`config.mk`:
```
export PLATFORM = sky130hd
export DESIGN_NAME = lattice_row_shifter
export DESIGN_NICKNAME = d
export VERILOG_FILES = /design/src/rtl/lattice_row_shifter.sv
export SDC_FILE = /design/constraint.sdc
export NUM_CORES = 2
export LEC_CHECK = 0
export ABC_AREA = 1
export BUFFER_PORTS_ARGS = -buffer_cell sky130_fd_sc_hd__buf_2
export CAP_MARGIN = 5
export CORE_AREA = 5 5 352 285
export CTS_CLUSTER_SIZE = 24
export DETAILED_ROUTE_END_ITERATION = 8
export DIE_AREA = 0 0 357 290
export GPL_ROUTABILITY_DRIVEN = 0
export PLACE_DENSITY = 0.62
export SYNTH_ARGS = -nofsm -noshare
export SYNTH_HDL_FRONTEND = slang
export SYNTH_SLANG_ARGS = --single-unit
```
`constraint.sdc`:
```
create_clock -name clk_in -period 2.8 [get_ports clk_in]
set_input_delay 0.14 -clock clk_in [delete_from_list [all_inputs] [get_ports clk_in]]
set_output_delay 0.14 -clock clk_in [all_outputs]
set_load 0.05 [all_outputs]
```
`src/rtl/lattice_row_shifter.sv`:
```
// Row serializer: fills a WIDTH-cell row over valid/ready, then emits one cell per
// rising edge of the sampled shift clock. Macro LATTICE_ROW_SHIFTER_WRAP_EN enables row replay.
module lattice_row_shifter #(
  parameter int WIDTH      = 150,
  parameter int WIDTH_BITS = 8,
  parameter int DATA_W     = 8
) (
  input  logic              clk_in,
  input  logic              reset,
  input  logic              in_valid,
  input  logic [DATA_W-1:0] in_data,
  output logic              in_ready,
  input  logic              shift_clk,
  output logic [DATA_W-1:0] cell_out,
  output logic              cell_valid,
  output logic              row_done,
  output logic              busy
);

  typedef enum logic [1:0] {FILL, ARMED, SHIFT} state_t;

  localparam logic [WIDTH_BITS:0] WIDTH_C = (WIDTH_BITS + 1)'(WIDTH);

  state_t              state_q, state_d;
  logic [WIDTH_BITS:0] cnt_q, cnt_d, cnt_inc;
  logic [DATA_W-1:0]   row_q [WIDTH];
  logic [DATA_W-1:0]   row_d [WIDTH];
  logic [DATA_W-1:0]   cell_out_q, cell_out_d;
  logic                cell_valid_q, cell_valid_d;
  logic                row_done_q, row_done_d;
  logic                shift_q;
  logic                shift_edge;
  logic [DATA_W-1:0]   tail_fill;

  assign shift_edge = shift_clk & ~shift_q;
  assign cnt_inc    = cnt_q + 1'b1;
  assign in_ready   = (state_q == FILL) & ~reset;
  assign busy       = (state_q != FILL);
  assign cell_out   = cell_out_q;
  assign cell_valid = cell_valid_q;
  assign row_done   = row_done_q;

`ifdef LATTICE_ROW_SHIFTER_WRAP_EN
  assign tail_fill = row_q[0];
`else
  assign tail_fill = '0;
`endif

  always_comb begin
    state_d      = state_q;
    cnt_d        = cnt_q;
    row_d        = row_q;
    cell_out_d   = cell_out_q;
    cell_valid_d = 1'b0;
    row_done_d   = 1'b0;
    case (state_q)
      FILL: begin
        if (in_valid && in_ready) begin
          for (int unsigned i = 0; i < WIDTH - 1; i++) row_d[i] = row_q[i+1];
          row_d[WIDTH-1] = in_data;
          if (cnt_inc == WIDTH_C) begin
            cnt_d   = '0;
            state_d = ARMED;
          end else begin
            cnt_d = cnt_inc;
          end
        end
      end
      ARMED, SHIFT: begin
        // ARMED always holds cnt==0, so both states share the emit path.
        if (shift_edge) begin
          cell_out_d   = row_q[0];
          cell_valid_d = 1'b1;
          for (int unsigned i = 0; i < WIDTH - 1; i++) row_d[i] = row_q[i+1];
          row_d[WIDTH-1] = tail_fill;
          if (cnt_inc == WIDTH_C) begin
            row_done_d = 1'b1;
            cnt_d      = '0;
`ifdef LATTICE_ROW_SHIFTER_WRAP_EN
            state_d    = ARMED;
`else
            state_d    = FILL;
`endif
          end else begin
            cnt_d   = cnt_inc;
            state_d = SHIFT;
          end
        end
      end
      default: state_d = FILL;
    endcase
  end

  always_ff @(posedge clk_in) begin
    if (reset) begin
      state_q      <= FILL;
      cnt_q        <= '0;
      for (int unsigned i = 0; i < WIDTH; i++) row_q[i] <= '0;
      cell_out_q   <= '0;
      cell_valid_q <= 1'b0;
      row_done_q   <= 1'b0;
      shift_q      <= 1'b0;
    end else begin
      state_q      <= state_d;
      cnt_q        <= cnt_d;
      row_q        <= row_d;
      cell_out_q   <= cell_out_d;
      cell_valid_q <= cell_valid_d;
      row_done_q   <= row_done_d;
      shift_q      <= shift_clk;
    end
  end

endmodule

```
==> impl_metrics.json <==
{
  "status": "finished clean",
  "grt_pass1_wl_mm": 131,
  "final_cell_mix": "2,406 x nor2_1, 1,222 x dfxtp_1, 1,196 x o21ai_0",
  "synth.top_cell.area_share": 0.581,
  "root_buffer": "clkbuf_16",
  "synth_area_mm2": 0.0421,
  "crit_arrival_ns": 2.93,
  "ys_top_cells_by_area": "dfxtp_1 58%, nor2_1 21%, o21ai_0 14%",
  "period_needed_ns": 2.39,
  "area_delta_synth_final_pct": 12.0,
  "die_y_um": 290,
  "fin_util": 0.490,
  "grt_overflow_total": 0,
  "antenna_found_initial": 0,
  "cap_violations": 0,
  "grt_setup_unrepaired": "false",
  "track_usage": 0.138,
  "power_density_mw_per_mm2": 774,
  "synth_warnings": 0,
  "clockBufferDepth": 3,
  "firstDrtPassIters": 5,
  "cp_max_fo": 48,
  "r2r-start": "state_q[1]$_SDFFE_PP0P_",
  "syn_nets": 5402,
  "fin_skew_ns": 0.0421,
  "max_freq_ghz": 0.418,
  "grt_pass1_vias": 28900,
  "totalPowerFinal_mw": 36.5,
  "rows": 102,
  "clk-insertion-delay-late_ns": 0.68,
  "ioPinCount": 24,
  "criticalPathCategory": "flip-flop to flip-flop",
  "io_buffer_count": 23,
  "synth_flop_cell": "dfxtp_1",
  "numCtsBuffers": 114,
  "synth_edf_count": 0,
  "cts_hold_buf": 10,
  "async_flop_share": 0,
  "hold_viol": 0,
  "vias_per_cell": 4.78,
  "nets": 5244,
  "drive_above_1_share": 0.0558,
  "seq_area_frac_synth": 0.581,
  "hold_path_class": "input port to flip-flop",
  "setup_viol": 0,
  "initial_core_util": 0.437,
  "holdPathStages": 7,
  "p_clk_frac": 0.420,
  "cts_tree": "done",
  "drc_errors": 0,
  "drt_wl_total_mm": 73.4,
  "reg2reg_to": "row_q[779]$_SDFFE_PP0P_",
  "wl_per_cell_um": 11.1,
  "p_sw_mw": 8.39,
  "p_comb_frac": 0.062,
  "die_x_um": 357,
  "peakVddDrop_uv": 525,
  "yosysTopAreaCell": "dfxtp_1",
  "cp-end-kind": "flip-flop",
  "detail-route-antenna-nets": 0,
  "maxSlewViolCount": 0,
  "crit_required_ns": 3.33,
  "place_hpwl_mm": 36.7,
  "netlist_instances": 5385,
  "synth_cell_types": 19,
  "reg2regPathDepth": 10,
  "synth_area_per_cell_um2": 7.82,
  "final_common_cell": "nor2_1",
  "p_leak_nw": 21.1,
  "cts_resized": 0,
  "switching_share": 0.230,
  "hp-start": "in_valid",
  "p_seq_frac": 0.519,
  "postSynthRegisterBits": 1222,
  "start_kind": "flip-flop",
  "cts_setup_buffers": 0,
  "via_count": 31700,
  "path_clk_slew_ns": 0.06,
  "slew_headroom": 0.265,
  "worstMarginPinSlew_ns": 1.10,
  "htree_num_levels": 3,
  "final.setup.tns_ns": 0,
  "cts.sinks": 1222,
  "grt_max_degree": 306,
  "die_area_mm2": 0.104,
  "antenna_cells": 0,
  "internal_power_mw": 28.1,
  "period_share": 0.855,
  "rrSetupSlack_ns": 0.41,
  "worst_hold_path.endpoint": "state_q[0]$_SDFFE_PP0P_",
  "drtIter0Drc": 2293,
  "fp.coreArea_mm2": 0.0962
}
-- area by class of cell --
cell class / count / area [um2]
sequential: 1222 / 24500
clock inverter: 30 / 374
tap: 1300 / 1630
inverter: 23 / 110
multi-input combinational: 3736 / 15700
fill: 9323 / 49100
clock buffer: 182 / 3420
timing repair buffer: 130 / 1490
-- how the worst max path moves through the flow --
stage,start,to,cells past startpoint
6_report,state_q[1]$_SDFFE_PP0P_,row_q[779]$_SDFFE_PP0P_,10
3_3_place_gp,state_q[0]$_SDFFE_PP0P_,row_q[391]$_SDFFE_PP0P_,10
4_1_cts,state_q[0]$_SDFFE_PP0P_,row_q[779]$_SDFFE_PP0P_,10
3_5_place_dp,state_q[0]$_SDFFE_PP0P_,row_q[480]$_SDFFE_PP0P_,10
2_1_floorplan,state_q[0]$_SDFFE_PP0P_,row_q[1142]$_SDFFE_PP0P_,12
5_1_grt,state_q[0]$_SDFFE_PP0P_,row_q[393]$_SDFFE_PP0P_,9
-- cell usage after synthesis, types with 2 or more instances --
library cell	number
a21oi_1	25
nand3_1	28
o21ai_0	1196
dfxtp_1	1222
buf_6	10
ha_1	5
nor2_1	2406
a31oi_1	2
nand2_1	71
inv_1	20
buf_2	222
buf_4	4
clkbuf_1	168
-- power groups by stage --
stage                     clock network (mW)  logic (mW)  registers, mW
final                                   15.3        2.25           18.9
after detailed placement                   0        2.25           19.3
after global routing                    16.6        2.67           19.1
after CTS                               15.9        2.28           18.9
after global placement                     0        2.22           19.3
after floorplan                            0        1.81           19.2
-- registers in the layout, summed over array words and instances (netlist names) --
register,count
row_q,1200
cnt_q,9
cell_out,8
state_q,2
cell_valid,1
row_done,1
shift_q,1
-- critical path, cell delays in order, from the launching register on --
cell,delay (ns)
dfxtp_1,0.37
inv_1,0.07
ha_1,0.32
o21ai_0,0.09
nand2_1,0.12
a21oi_4,0.40
inv_8,0.27
buf_12,0.26
buf_12,0.17
nor2_1,0.10
nor2_1,0.05
-- per-stage QoR --
stage          setup WS (ns)  instance area [um2]  hold slack (ns)  cells
6_report               0.406                47100           0.0618   6623
5_1_grt                0.186                47100            0.108   6623
4_1_cts                0.382                47100           0.0208   6623
3_5_place_dp           0.429                43200            0.384   6401
3_3_place_gp           0.441                43200            0.377   6401
2_1_floorplan          0.855                42100            0.273   5385
-- layer usage --
| layer | share of wire | global-route usage | up-vias |
|---|---|---|---|
| met1 | 0.53 | 0.197 | 14300 |
| li1 | - | - | 16900 |
| met5 | 0 | 0 | - |
| met3 | 0.030 | 0.0239 | 120 |
| met4 | 0.021 | 0.0378 | 0 |
| met2 | 0.41 | 0.215 | 320 |
-- kinds of logic after synthesis --
kind of cell / after synthesis / share of synthesized area
compound gates: 1224 / 0.146
buf+inv: 427 / 0.0469
simple gates: 2507 / 0.225
flops: 1222 / 0.581
fa+ha+maj: 5 / 0.00149
(Power assumes the default switching activity.)
